**src/rtl/gauss5x5_frame_sched.sv**
```systemverilog
// Frame scheduler for the 5x5 Gaussian convolver: tracks raster input into a 5-row
// circular line buffer and issues one window command per output pixel with a border mask.
// Optional stall counter enabled by defining GAUSS_SCHED_STALL_CNT_EN.
module gauss5x5_frame_sched #(
  parameter int IMG_W = 320,
  parameter int IMG_H = 480,
  parameter int CW    = 9,
  parameter int RW    = 9
) (
  input  logic          clk,
  input  logic          rst,
  input  logic          start,
  input  logic          s_valid,
  output logic          s_ready,
  output logic          lb_wr_en,
  output logic [2:0]    lb_wr_slot,
  output logic [CW-1:0] lb_wr_col,
  output logic          conv_valid,
  input  logic          conv_ready,
  output logic [RW-1:0] conv_row,
  output logic [CW-1:0] conv_col,
  output logic [2:0]    conv_slot,
  output logic [24:0]   border_mask,
  output logic          busy,
  output logic          frame_done,
  output logic [15:0]   stall_cnt
);

  typedef enum logic [1:0] {IDLE, ACTIVE, FLUSH, DONE} state_t;

  localparam logic [RW-1:0] ROW_LAST   = RW'(IMG_H - 1);
  localparam logic [CW-1:0] COL_LAST   = CW'(IMG_W - 1);
  localparam logic [CW:0]   COL_LAST_X = (CW+1)'(IMG_W - 1);

  state_t state, state_nxt;

  logic [RW-1:0] in_row, out_row, out_row_nxt;
  logic [CW-1:0] in_col, out_col, out_col_nxt;
  logic [2:0]    in_slot, out_slot;
  logic          start_acc, in_acc, win_acc, in_last, win_last, eligible;
  logic [RW:0]   row_lim, r2;
  logic [CW:0]   c2, cmin;

  // Taps falling outside the image are flagged so the convolver substitutes zero.
  function automatic logic [24:0] mask_of(input logic [RW-1:0] r, input logic [CW-1:0] c);
    logic [24:0] m;
    int rr, cc;
    m = '0;
    for (int p = 0; p < 5; p++) begin
      for (int q = 0; q < 5; q++) begin
        rr = int'(r) + p - 2;
        cc = int'(c) + q - 2;
        m[p*5+q] = (rr < 0) || (rr > IMG_H - 1) || (cc < 0) || (cc > IMG_W - 1);
      end
    end
    return m;
  endfunction

  // Handshakes and window eligibility, all derived from registered counters.
  always_comb begin
    start_acc = (state == IDLE) && start;
    row_lim   = {1'b0, out_row} + (RW+1)'(3);
    // Input may run at most two rows ahead of the centre row so row out_row-2 survives.
    s_ready   = (state == ACTIVE) && ({1'b0, in_row} < row_lim);
    in_acc    = s_valid && s_ready;
    in_last   = (in_row == ROW_LAST) && (in_col == COL_LAST);
    r2        = {1'b0, out_row} + (RW+1)'(2);
    c2        = {1'b0, out_col} + (CW+1)'(2);
    cmin      = (c2 > COL_LAST_X) ? COL_LAST_X : c2;
    eligible  = (state == FLUSH) || ({1'b0, in_row} > r2) ||
                (({1'b0, in_row} == r2) && ({1'b0, in_col} > cmin));
    conv_valid = ((state == ACTIVE) || (state == FLUSH)) && eligible;
    win_acc   = conv_valid && conv_ready;
    win_last  = (out_row == ROW_LAST) && (out_col == COL_LAST);
    if (out_col == COL_LAST) begin
      out_col_nxt = '0;
      out_row_nxt = out_row + RW'(1);
    end else begin
      out_col_nxt = out_col + CW'(1);
      out_row_nxt = out_row;
    end
  end

  // State register.
  always_ff @(posedge clk or posedge rst) begin
    if (rst) state <= IDLE;
    else     state <= state_nxt;
  end

  // Next-state logic and state-decoded outputs.
  always_comb begin
    state_nxt  = state;
    busy       = 1'b1;
    frame_done = 1'b0;
    case (state)
      IDLE: begin
        busy = 1'b0;
        if (start) state_nxt = ACTIVE;
      end
      ACTIVE: begin
        if (in_acc && in_last) state_nxt = (win_acc && win_last) ? DONE : FLUSH;
      end
      FLUSH: begin
        if (win_acc && win_last) state_nxt = DONE;
      end
      DONE: begin
        frame_done = 1'b1;
        state_nxt  = IDLE;
      end
      default: state_nxt = IDLE;
    endcase
  end

  // Input/output raster counters, slots and the registered border mask.
  always_ff @(posedge clk or posedge rst) begin
    if (rst) begin
      in_row      <= '0;
      in_col      <= '0;
      in_slot     <= '0;
      out_row     <= '0;
      out_col     <= '0;
      out_slot    <= '0;
      border_mask <= '0;
    end else if (start_acc) begin
      in_row      <= '0;
      in_col      <= '0;
      in_slot     <= '0;
      out_row     <= '0;
      out_col     <= '0;
      out_slot    <= '0;
      border_mask <= mask_of('0, '0);
    end else begin
      // The final pixel/window hold their counters; the state change ends the frame.
      if (in_acc && !in_last) begin
        if (in_col == COL_LAST) begin
          in_col  <= '0;
          in_row  <= in_row + RW'(1);
          in_slot <= (in_slot == 3'd4) ? 3'd0 : in_slot + 3'd1;
        end else begin
          in_col <= in_col + CW'(1);
        end
      end
      if (win_acc && !win_last) begin
        out_row     <= out_row_nxt;
        out_col     <= out_col_nxt;
        border_mask <= mask_of(out_row_nxt, out_col_nxt);
        if (out_col == COL_LAST) out_slot <= (out_slot == 3'd4) ? 3'd0 : out_slot + 3'd1;
      end
    end
  end

  assign lb_wr_en   = in_acc;
  assign lb_wr_slot = in_slot;
  assign lb_wr_col  = in_col;
  assign conv_row   = out_row;
  assign conv_col   = out_col;
  assign conv_slot  = out_slot;

`ifdef GAUSS_SCHED_STALL_CNT_EN
  logic [15:0] stall_q;

  // Saturating count of cycles where a ready window is held off by the convolver.
  always_ff @(posedge clk or posedge rst) begin
    if (rst)                                                   stall_q <= '0;
    else if (start_acc)                                        stall_q <= '0;
    else if (conv_valid && !conv_ready && stall_q != 16'hFFFF) stall_q <= stall_q + 16'd1;
  end

  assign stall_cnt = stall_q;
`else
  assign stall_cnt = 16'h0000;
`endif

endmodule
```
**config.mk**
```make
export PLATFORM = sky130hd
export DESIGN_NAME = gauss5x5_frame_sched
export DESIGN_NICKNAME = d
export VERILOG_FILES = /design/src/rtl/gauss5x5_frame_sched.sv
export SDC_FILE = /design/constraint.sdc
export NUM_CORES = 1
export LEC_CHECK = 0
export CAP_MARGIN = 40
export CORE_MARGIN = 2
export CORE_UTILIZATION = 35
export DETAILED_ROUTE_END_ITERATION = 8
export GPL_ROUTABILITY_DRIVEN = 1
export PLACE_DENSITY = 0.64
export SYNTH_ARGS = -nofsm -noshare
export SYNTH_HDL_FRONTEND = slang
export SYNTH_SLANG_ARGS = --single-unit
```
**constraint.sdc**
```tcl
create_clock -name clk -period 4.9 [get_ports clk]
set_input_delay 0.49 -clock clk [delete_from_list [all_inputs] [get_ports clk]]
set_output_delay 0.49 -clock clk [all_outputs]
set_load 0.02 [all_outputs]
```
==> results of run 1 <==
-- kinds of logic (layout without fill, tap and decap cells) --
family                   count (synthesis)  count (layout)  synth area share
multiplexers                             7               7            0.0126
other                                    1              16          0.000642
buffers and inverters                   78             133            0.0638
flip-flops                              69              69             0.295
adder cells (fa/ha/maj)                 60              60             0.128
AO/OA/AOI/OAI                          154             154             0.183
AND/OR/NAND/NOR                        247             247             0.234
XOR/XNOR                                53              53            0.0820
-- synthesized netlist by cell type, drive strengths merged (4+ instances only) --
library cell	count	area share
dfrtp	69	0.30
mux2i	4	0.0068
a21oi	32	0.027
a211oi	5	0.0064
a31oi	8	0.0086
buf	34	0.036
nor3b	6	0.0086
o221a	6	0.012
nand2	53	0.034
inv	29	0.019
nand3	35	0.030
nor2b	8	0.0086
xor2	23	0.034
o31ai	4	0.0051
and3	11	0.012
o21ai	43	0.037
xnor2	30	0.048
nand4	23	0.026
nand2b	4	0.0043
nor2	45	0.029
nand4b	5	0.011
or3	7	0.0075
or2	5	0.0054
a21o	6	0.0077
o22a	13	0.019
o211ai	6	0.0077
nor4	8	0.013
ha	60	0.13
and2	8	0.0086
nor3	18	0.019
clkbuf	14	0.0090
-- state kept, by name (all words and copies together), names as in the netlist --
register,flops
in_row,9
conv_row,9
conv_col,9
state,2
conv_slot,3
lb_wr_slot,3
border_mask,25
lb_wr_col,9
-- path summary, 6_finish.rpt --
kind / from / end / slack, ns / cells after the start
setup / recovery: conv_col[2]$_DFFE_PP0P_ / conv_slot[2]$_DFFE_PP0P_ / 0.46 / 15
hold / removal: rst / in_row[2]$_DFFE_PP0P_ / 0.42 / 2
setup reg to reg: conv_col[2]$_DFFE_PP0P_ / conv_slot[2]$_DFFE_PP0P_ / 0.46 / 15
hold reg to reg: border_mask[7]$_DFFE_PP0P_ / border_mask[7]$_DFFE_PP0P_ / 0.50 / 1
max in group asynchronous: rst / border_mask[6]$_DFFE_PP0P_ / 3.74 / 3
min in group clk: border_mask[7]$_DFFE_PP0P_ / border_mask[7]$_DFFE_PP0P_ / 0.50 / 1
-- cell type report --
cell class | count | area [um2]
Tap cell | 220 | 275
Inverter | 30 | 113
Timing Repair Buffer | 88 | 841
Clock inverter | 5 | 52.6
Fill cell | 1683 | 9420
Multi-Input combinational cell | 537 | 3800
Clock buffer | 10 | 229
Sequential cell | 69 | 1730
-- per-stage QoR --
stage | std cells | hold slack (ns)
detailed placement | 944 | 0.494
CTS | 959 | 0.430
global route | 959 | 0.458
floorplan | 684 | 0.550
finish | 959 | 0.422
global placement | 942 | 0.489
-- per-layer routing --
metal	global-route usage	vias up	wire length (um)
li1	-	2545	-
met1	0.248	2511	7290
met2	0.283	141	7270
met3	0.0361	19	733
met4	0.0650	0	376
met5	0	-	0
-- power groups by stage --
stage	Clock, mW	Sequential (mW)	Combinational [mW]
after floorplan	0	0.983	0.999
after global placement	0	0.879	1.70
after detailed placement	0	0.879	1.73
after CTS	0.648	0.871	1.73
after global routing	0.675	0.893	1.90
final	0.638	0.869	1.73
==> impl_summary.md, run 1 <==
Run status
The flow ran to the end, and the final reports show no timing, DRC or antenna violations.

Detailed routing
The via total after detailed routing is 5216. The residual antenna-violating net count after detailed routing is 0. After detailed routing, the number of vias per cell comes to 5.44. The detailed-route wire length per cell is approximately 16 um. The number of remaining DRC errors is 0. The detailed-routing iteration count for the pre-antenna-repair pass is 5. The total detailed-routing wirelength is ~16 mm. For this block, the initial DRC count from the detailed router was 476.

Global route
The total routing usage reported by global routing is 0.180. The largest net degree at the start of global routing is 32. Summed over all layers, the global routing overflow is 0. The number of global-route vias before repair is around 4800.

The initial antenna violation count was 0. The global-route wire length before repair is between 20 and 30 mm.

Placement
After detailed placement, the total cell area comes to 0.00676 mm2. During placement, the flow inserted port buffers numbering 67. The detailed-placement wirelength estimate is 11.8 mm. Timing analysis after detailed placement gives a worst setup slack of between 0.5 and 0.6 ns. Routability-driven placement finished with a final weighted congestion of a little over 0.8.

Synth
After synthesis the netlist holds a flip-flop and latch count of between 60 and 70. The number of flops mapped to enable cells by yosys is 0. In the synthesized netlist the dominant register cell turns out to be sky130_fd_sc_hd__dfrtp_1.

In this run the cell area of the synthesized design comes to just under 0.006 mm2. The fraction of synthesis flops using an asynchronous set or reset pin is 1.00. The cell count after synthesis is between 600 and 700.

The number of warnings printed during yosys synthesis is 0. For this run, the register share of the synthesized area comes to 0.295. A synthesized cell averages 8.74 um2. The unique cell type count in the Yosys netlist is just under 80.

Power and ir drop
The switching power as a share of total power is 0.428. The leakage power is roughly 3 nW. The worst voltage drop across the vdd grid is approximately 160 uV.

The internal portion of total power is 1.85 mW. The share of total power dissipated in combinational logic is 0.534. In this run the power density over the cells is 459 mW/mm2. The proportion of power drawn by the clock network is 0.197. The sequential group share of total power is 0.269.

After layout, the design draws a total of roughly 3.2 mW. The net switching component of the power is roughly 1.4 mW.

Clock network
The buffer levels on the longest clock path is 2. The clock tree from TritonCTS is yes. Once the clock tree was built, the setup fixing pass inserted 0 buffers. TritonCTS created 9 clock buffers. The total number of H-tree levels is 3. The clock edge transition at the registers on the reported setup and hold paths is roughly 0.060 ns. The clock tree root buffer cell is sky130_fd_sc_hd__clkbuf_16. The cts-stage hold buffer count is 0. Gates resized during post-CTS repair numbered 0. Clock latency on the worst-skew pair, taken at its later pin, is between 0.3 and 0.4 ns. The total clock sinks is slightly below 70.

Floorplanning
The effective utilization at floorplan is 0.355. Measured along the x axis, the die boundary spans 133 um. The core region area is around 0.016 mm2. The count of boundary I/O pins is between 80 and 90.

The floorplan die area is about 0.018 mm2. The floorplan row count is between 40 and 50. The die boundary height is 133 um.

STA
Timing would allow up to around 0.23 GHz. The final-report setup violation count is 0. The number of failing hold endpoints at the final stage is 0.

Summed over all failing endpoints, the final setup total negative slack is 0 ns. Across all setup checks in the final design, the least slack found is 0.461 ns. The clock period minus final worst setup slack is between 4 and 5 ns. The worst-case headroom to the max-slew limit is 0.481. The number of pins exceeding their max-slew limit in the final report was 0. The transition time of the tightest slew-check pin is around 0.77 ns. The clock skew is about 0.0087 ns. The final period utilization is 0.906. Setup repair after global routing left no endpoint under its margin.

Worst setup path
The classification of the worst setup path is register to register. At the worst endpoint, the required time is roughly 5.2 ns. The worst setup path is captured at a register.

The combined buffer and inverter count along the critical path is 0. The signal on the critical path passes through and3_1 -> nand3_1 -> or2_2 -> a21oi_1 -> a21o_1 -> nor2_1 -> ha_1 -> nand4_1 -> o21bai_1 -> a31oi_1 -> o21ai_0 -> a21boi_1 -> nand3_1 -> or3b_2 -> a21oi_1. The startpoint class of the critical path is a register. The dominant delay contributor by cell family on the critical path is simple AND/OR/NAND/NOR gates. The delay of the slowest critical-path stage is ~0.62 ns. Of all nets on the critical path, the largest fanout is 13.

The standard cell with the maximum stage delay on the critical path is sky130_fd_sc_hd__dfrtp_1. The data arrival time at the worst-slack endpoint is between 4 and 5 ns.

Layout
The post-layout net count is 800. The most common cell after layout, fill and taps aside is sky130_fd_sc_hd__dfrtp_1. In the final layout, the share of cells above drive strength 1 is 0.0907.

The design area is between 0.007 and 0.008 mm2. The top cell types in the final layout, fill and taps aside, are sky130_fd_sc_hd__dfrtp_1, sky130_fd_sc_hd__clkdlybuf4s50_1, sky130_fd_sc_hd__ha_1. The repair_antennas step left the layout with diodes totalling 0. The core occupancy in the finished layout is 0.428.

The synthesis-to-layout area growth is 20.5%.

Flow run
The tool flagged a number of max-cap violations equal to 0.

Hold path
The tightest min-delay check is of the input pin to async pin type.
No activity file was read; power rests on OpenSTA's default activity.
==> run 2, diff against run 1 <==
--- a/config.mk
+++ b/config.mk
@@ -10,7 +10,9 @@
 export CORE_UTILIZATION = 35
 export DETAILED_ROUTE_END_ITERATION = 8
 export GPL_ROUTABILITY_DRIVEN = 1
+export GPL_TIMING_DRIVEN = 0
 export PLACE_DENSITY = 0.64
+export RECOVER_POWER = 100
 export SYNTH_ARGS = -nofsm -noshare
 export SYNTH_HDL_FRONTEND = slang
 export SYNTH_SLANG_ARGS = --single-unit
==> run 2 against run 1 <==
The flow now finishes with violations (capacitance limit, slew limit). Final cell count grew 2.9%. Sequential power shrank 1%. Flip-flop and latch count unchanged. Critical endpoint is now lb_wr_en.
==> impl_summary.md, run 2 (synthesis results as in run 1) <==
Run status
The run finished, with violations left. The final reports fail on capacitance limit, slew limit.

Detailed routing
In the routed design, unresolved DRC markers number 0. The count of routing violations after the opening detailed-route iteration is 432. The detailed-routing iteration count for the pre-antenna-repair pass is 4. The detailed-route vias per instance is 5.35. The detailed-route wire length per cell is around 16 um. Once detail routing completed, the nets flagged for antenna violations numbered 0. The final route contains ~5300 vias. The total detailed-routing wirelength is 16.1 mm.

Clock network
Clock tree synthesis found a total of around 70 sinks. TritonCTS created 9 clock buffers. The clock tree root buffer cell is sky130_fd_sc_hd__clkbuf_16.

At the later pin of the worst-skew pair, clock insertion delay measures between 0.3 and 0.4 ns. The H-tree was split into 3 levels. Clock-pin slew was measured on the worst setup and hold paths at around 0.060 ns.

TritonCTS built the clock tree. After clock tree synthesis, the setup repair step added 0 buffers. The clock passes through at most 2 buffers. For this design, the CTS-stage hold fixing added 0 buffers.

Post-CTS repair changed the size of 0 cells.

Power and ir drop
The power per unit of standard cell area is 455 mW/mm2. The proportion of power drawn by the clock network is 0.219. Cell internal power was estimated by the tool at 1.86 mW. Overall power consumption after layout is estimated at 3.26 mW. Of the total power, registers draw 0.262.

The share of total power dissipated in combinational logic is 0.519. The switching power as a share of total power is 0.430. The worst voltage drop across the vdd grid is ~180 uV. The net switching component of the power is about 1.4 mW.

The leakage power is between 3 and 4 nW.

Flow run
Across the run, the number of max-cap violations was 1.

Placement
The post-placement setup slack is about 0.11 ns. The congestion estimate from routability-driven global placement came to between 0.8 and 0.9. Detailed placement ended at an HPWL of 12.1 mm. The instance area after placement is between 0.006 and 0.007 mm2.

The count of buffers added on input and output ports is 67.

Worst setup path
The reg-to-reg critical path startpoint is conv_col[4]$_DFFE_PP0P_. The standard cell with the maximum stage delay on the critical path is sky130_fd_sc_hd__clkdlybuf4s50_1. The setup check on the worst reg-to-reg path leaves a slack of 0.37 ns. The critical path is of the register to primary output type. The worst register-to-register path ends at conv_row[3]$_DFFE_PP0P_.

On the worst path, the slowest cell contributes a delay of 0.64 ns. In this run the worst path has a maximum fanout of 10. The startpoint class of the critical path is a register. The most frequent cell on the critical path is sky130_fd_sc_hd__ha_1. Traced cell by cell, the critical path runs through ha_1 -> a21oi_1 -> nor2b_1 -> nand4_1 -> xor2_1 -> ha_1 -> a211oi_1 -> o21ai_0 -> o21ai_1 -> and3_1 -> clkdlybuf4s50_1. The worst setup path is captured at a primary output. The data arrival time at the worst-slack endpoint is between 4 and 5 ns. The critical path required time is between 4 and 5 ns. The number of cells on the worst reg-to-reg path is 17.

STA
The final period utilization is 0.935. The top achievable clock speed is about 0.22 GHz. Final hold analysis gives a worst-case slack of 0.494 ns.

The clock skew is 0.00702 ns. The number of failing hold endpoints at the final stage is 0. The worst-case headroom to the max-slew limit is -1.16. The total negative setup slack is 0 ns.

The final critical-path setup slack is about 0.32 ns. Setup repair after global routing could not meet its margin everywhere. The final-report setup violation count is 0.

For the pin with the worst max-slew slack, the measured transition is 3.24 ns. The clock period minus final worst setup slack is 4.58 ns. The number of pins exceeding their max-slew limit in the final report is just under 60.

Floorplanning
The effective utilization at floorplan is 0.355. The initialized floorplan defines 47 standard-cell rows. The core region area is 0.0165 mm2.

The width of the chip is between 100 and 150 um. The count of boundary I/O pins is between 80 and 90. The floorplan die area is 0.0178 mm2. The die boundary height is about 130 um.

Global route
The total routing usage reported by global routing is 0.186. For this run the aggregate overflow at the end of global routing stands at 0. The number of global-route vias before repair is around 5000. The global-route wire length before repair is about 26 mm. The initial antenna violation count is 0. The largest net degree at the start of global routing is between 50 and 60.

Layout
The register ranked first by flip-flop count is border_mask. The synthesis-to-layout area growth is 22.7%. The share of cells above drive strength 1 is 0.104. The area of the multi-input gates is ~0.0038 mm2.

After routing the design area is a little over 0.007 mm2. The post-layout net count is approximately 830. The repair_antennas step left the layout with diodes totalling 0. The most common cell after layout, fill and taps aside is sky130_fd_sc_hd__dfrtp_1.

The storage element area is ~0.0017 mm2. The flip-flop count of the largest register, all copies and words added is 25. The library cells used most frequently in the layout, excluding fill and tap cells, are sky130_fd_sc_hd__dfrtp_1, sky130_fd_sc_hd__ha_1, sky130_fd_sc_hd__dlygate4sd3_1. The count of filler cells inserted in the layout is 1654.

Hold path
Counting instances, the worst hold path has a depth of 1. The worst hold path class is register to register. The worst hold path terminates at border_mask[8]$_DFFE_PP0P_. The startpoint of the worst hold path is border_mask[8]$_DFFE_PP0P_.
-- run 2: changes by cell type in the layout (fill, tap and decap cells not counted), moves of 2 or more --
cell / previous run / this run
sky130_fd_sc_hd__clkdlybuf4s50_1: 67 / 13
sky130_fd_sc_hd__dlygate4sd3_1: 0 / 54
sky130_fd_sc_hd__buf_2: 0 / 16
sky130_fd_sc_hd__clkbuf_1: 1 / 14
sky130_fd_sc_hd__buf_4: 20 / 16
sky130_fd_sc_hd__buf_1: 0 / 2
-- run 2: final cells by class --
cell class	instances	area share
inverter	30	0.0159
timing repair buffer	68	0.0940
sequential	69	0.241
clock inverter	5	0.0105
tap	220	0.0384
buffer	48	0.0365
clock buffer	10	0.0333
multi-input combinational	537	0.531
-- run 2: stage by stage --
step / util / std cells
2_1_floorplan: - / 684
3_3_place_gp: 0.416 / 971
3_5_place_dp: 0.418 / 972
4_1_cts: 0.437 / 987
5_1_grt: 0.436 / 987
6_report: 0.436 / 987
-- run 2: critical path, delay by kind of cell (launching register included) --
family | cells | cell delay (ns)
fa+ha+maj | 2 | 0.68
simple gates | 3 | 0.76
flops | 1 | 0.58
xor+xnor | 1 | 0.19
compound gates | 4 | 0.89
buf+inv | 1 | 0.64
-- run 2: power groups by stage --
stage                     Combinational [mW]  Sequential [mW]  Clock [mW]
after detailed placement                1.73            0.871           0
after global routing                    1.87            0.878       0.751
after floorplan                        0.999            0.983           0
after CTS                               1.74            0.863       0.730
final                                   1.69            0.856       0.714
after global placement                  1.71            0.870           0
-- run 2: metal layers --
layer,track usage,wire (um),up-vias,part of all wire
met5,0,0,-,0
met4,0.0626,273,0,0.017
met3,0.0301,705,19,0.044
met2,0.297,7550,122,0.47
met1,0.257,7530,2549,0.47
li1,-,-,2589,-
-- run 2: worst max path at each step --
stage / start / end / slack (ns) / cells past startpoint
6_report: conv_row[1]$_DFFE_PP0P_ / lb_wr_en / 0.32 / 11
5_1_grt: conv_col[3]$_DFFE_PP0P_ / conv_row[3]$_DFFE_PP0P_ / -0.004 / 17
4_1_cts: conv_col[3]$_DFFE_PP0P_ / conv_row[3]$_DFFE_PP0P_ / 0.09 / 17
3_5_place_dp: conv_col[3]$_DFFE_PP0P_ / conv_row[3]$_DFFE_PP0P_ / 0.11 / 17
3_3_place_gp: conv_col[3]$_DFFE_PP0P_ / conv_row[3]$_DFFE_PP0P_ / 0.15 / 17
2_1_floorplan: conv_col[3]$_DFFE_PP0P_ / conv_col[3]$_DFFE_PP0P_ / 0.98 / 18
==> run 3, diff against run 2 <==
--- a/config.mk
+++ b/config.mk
@@ -16,3 +16,4 @@
 export SYNTH_ARGS = -nofsm -noshare
 export SYNTH_HDL_FRONTEND = slang
 export SYNTH_SLANG_ARGS = --single-unit
+export TNS_END_PERCENT = 50
==> results of run 3 <==
Final layout, timing and power as in run 2 (identical DEF).
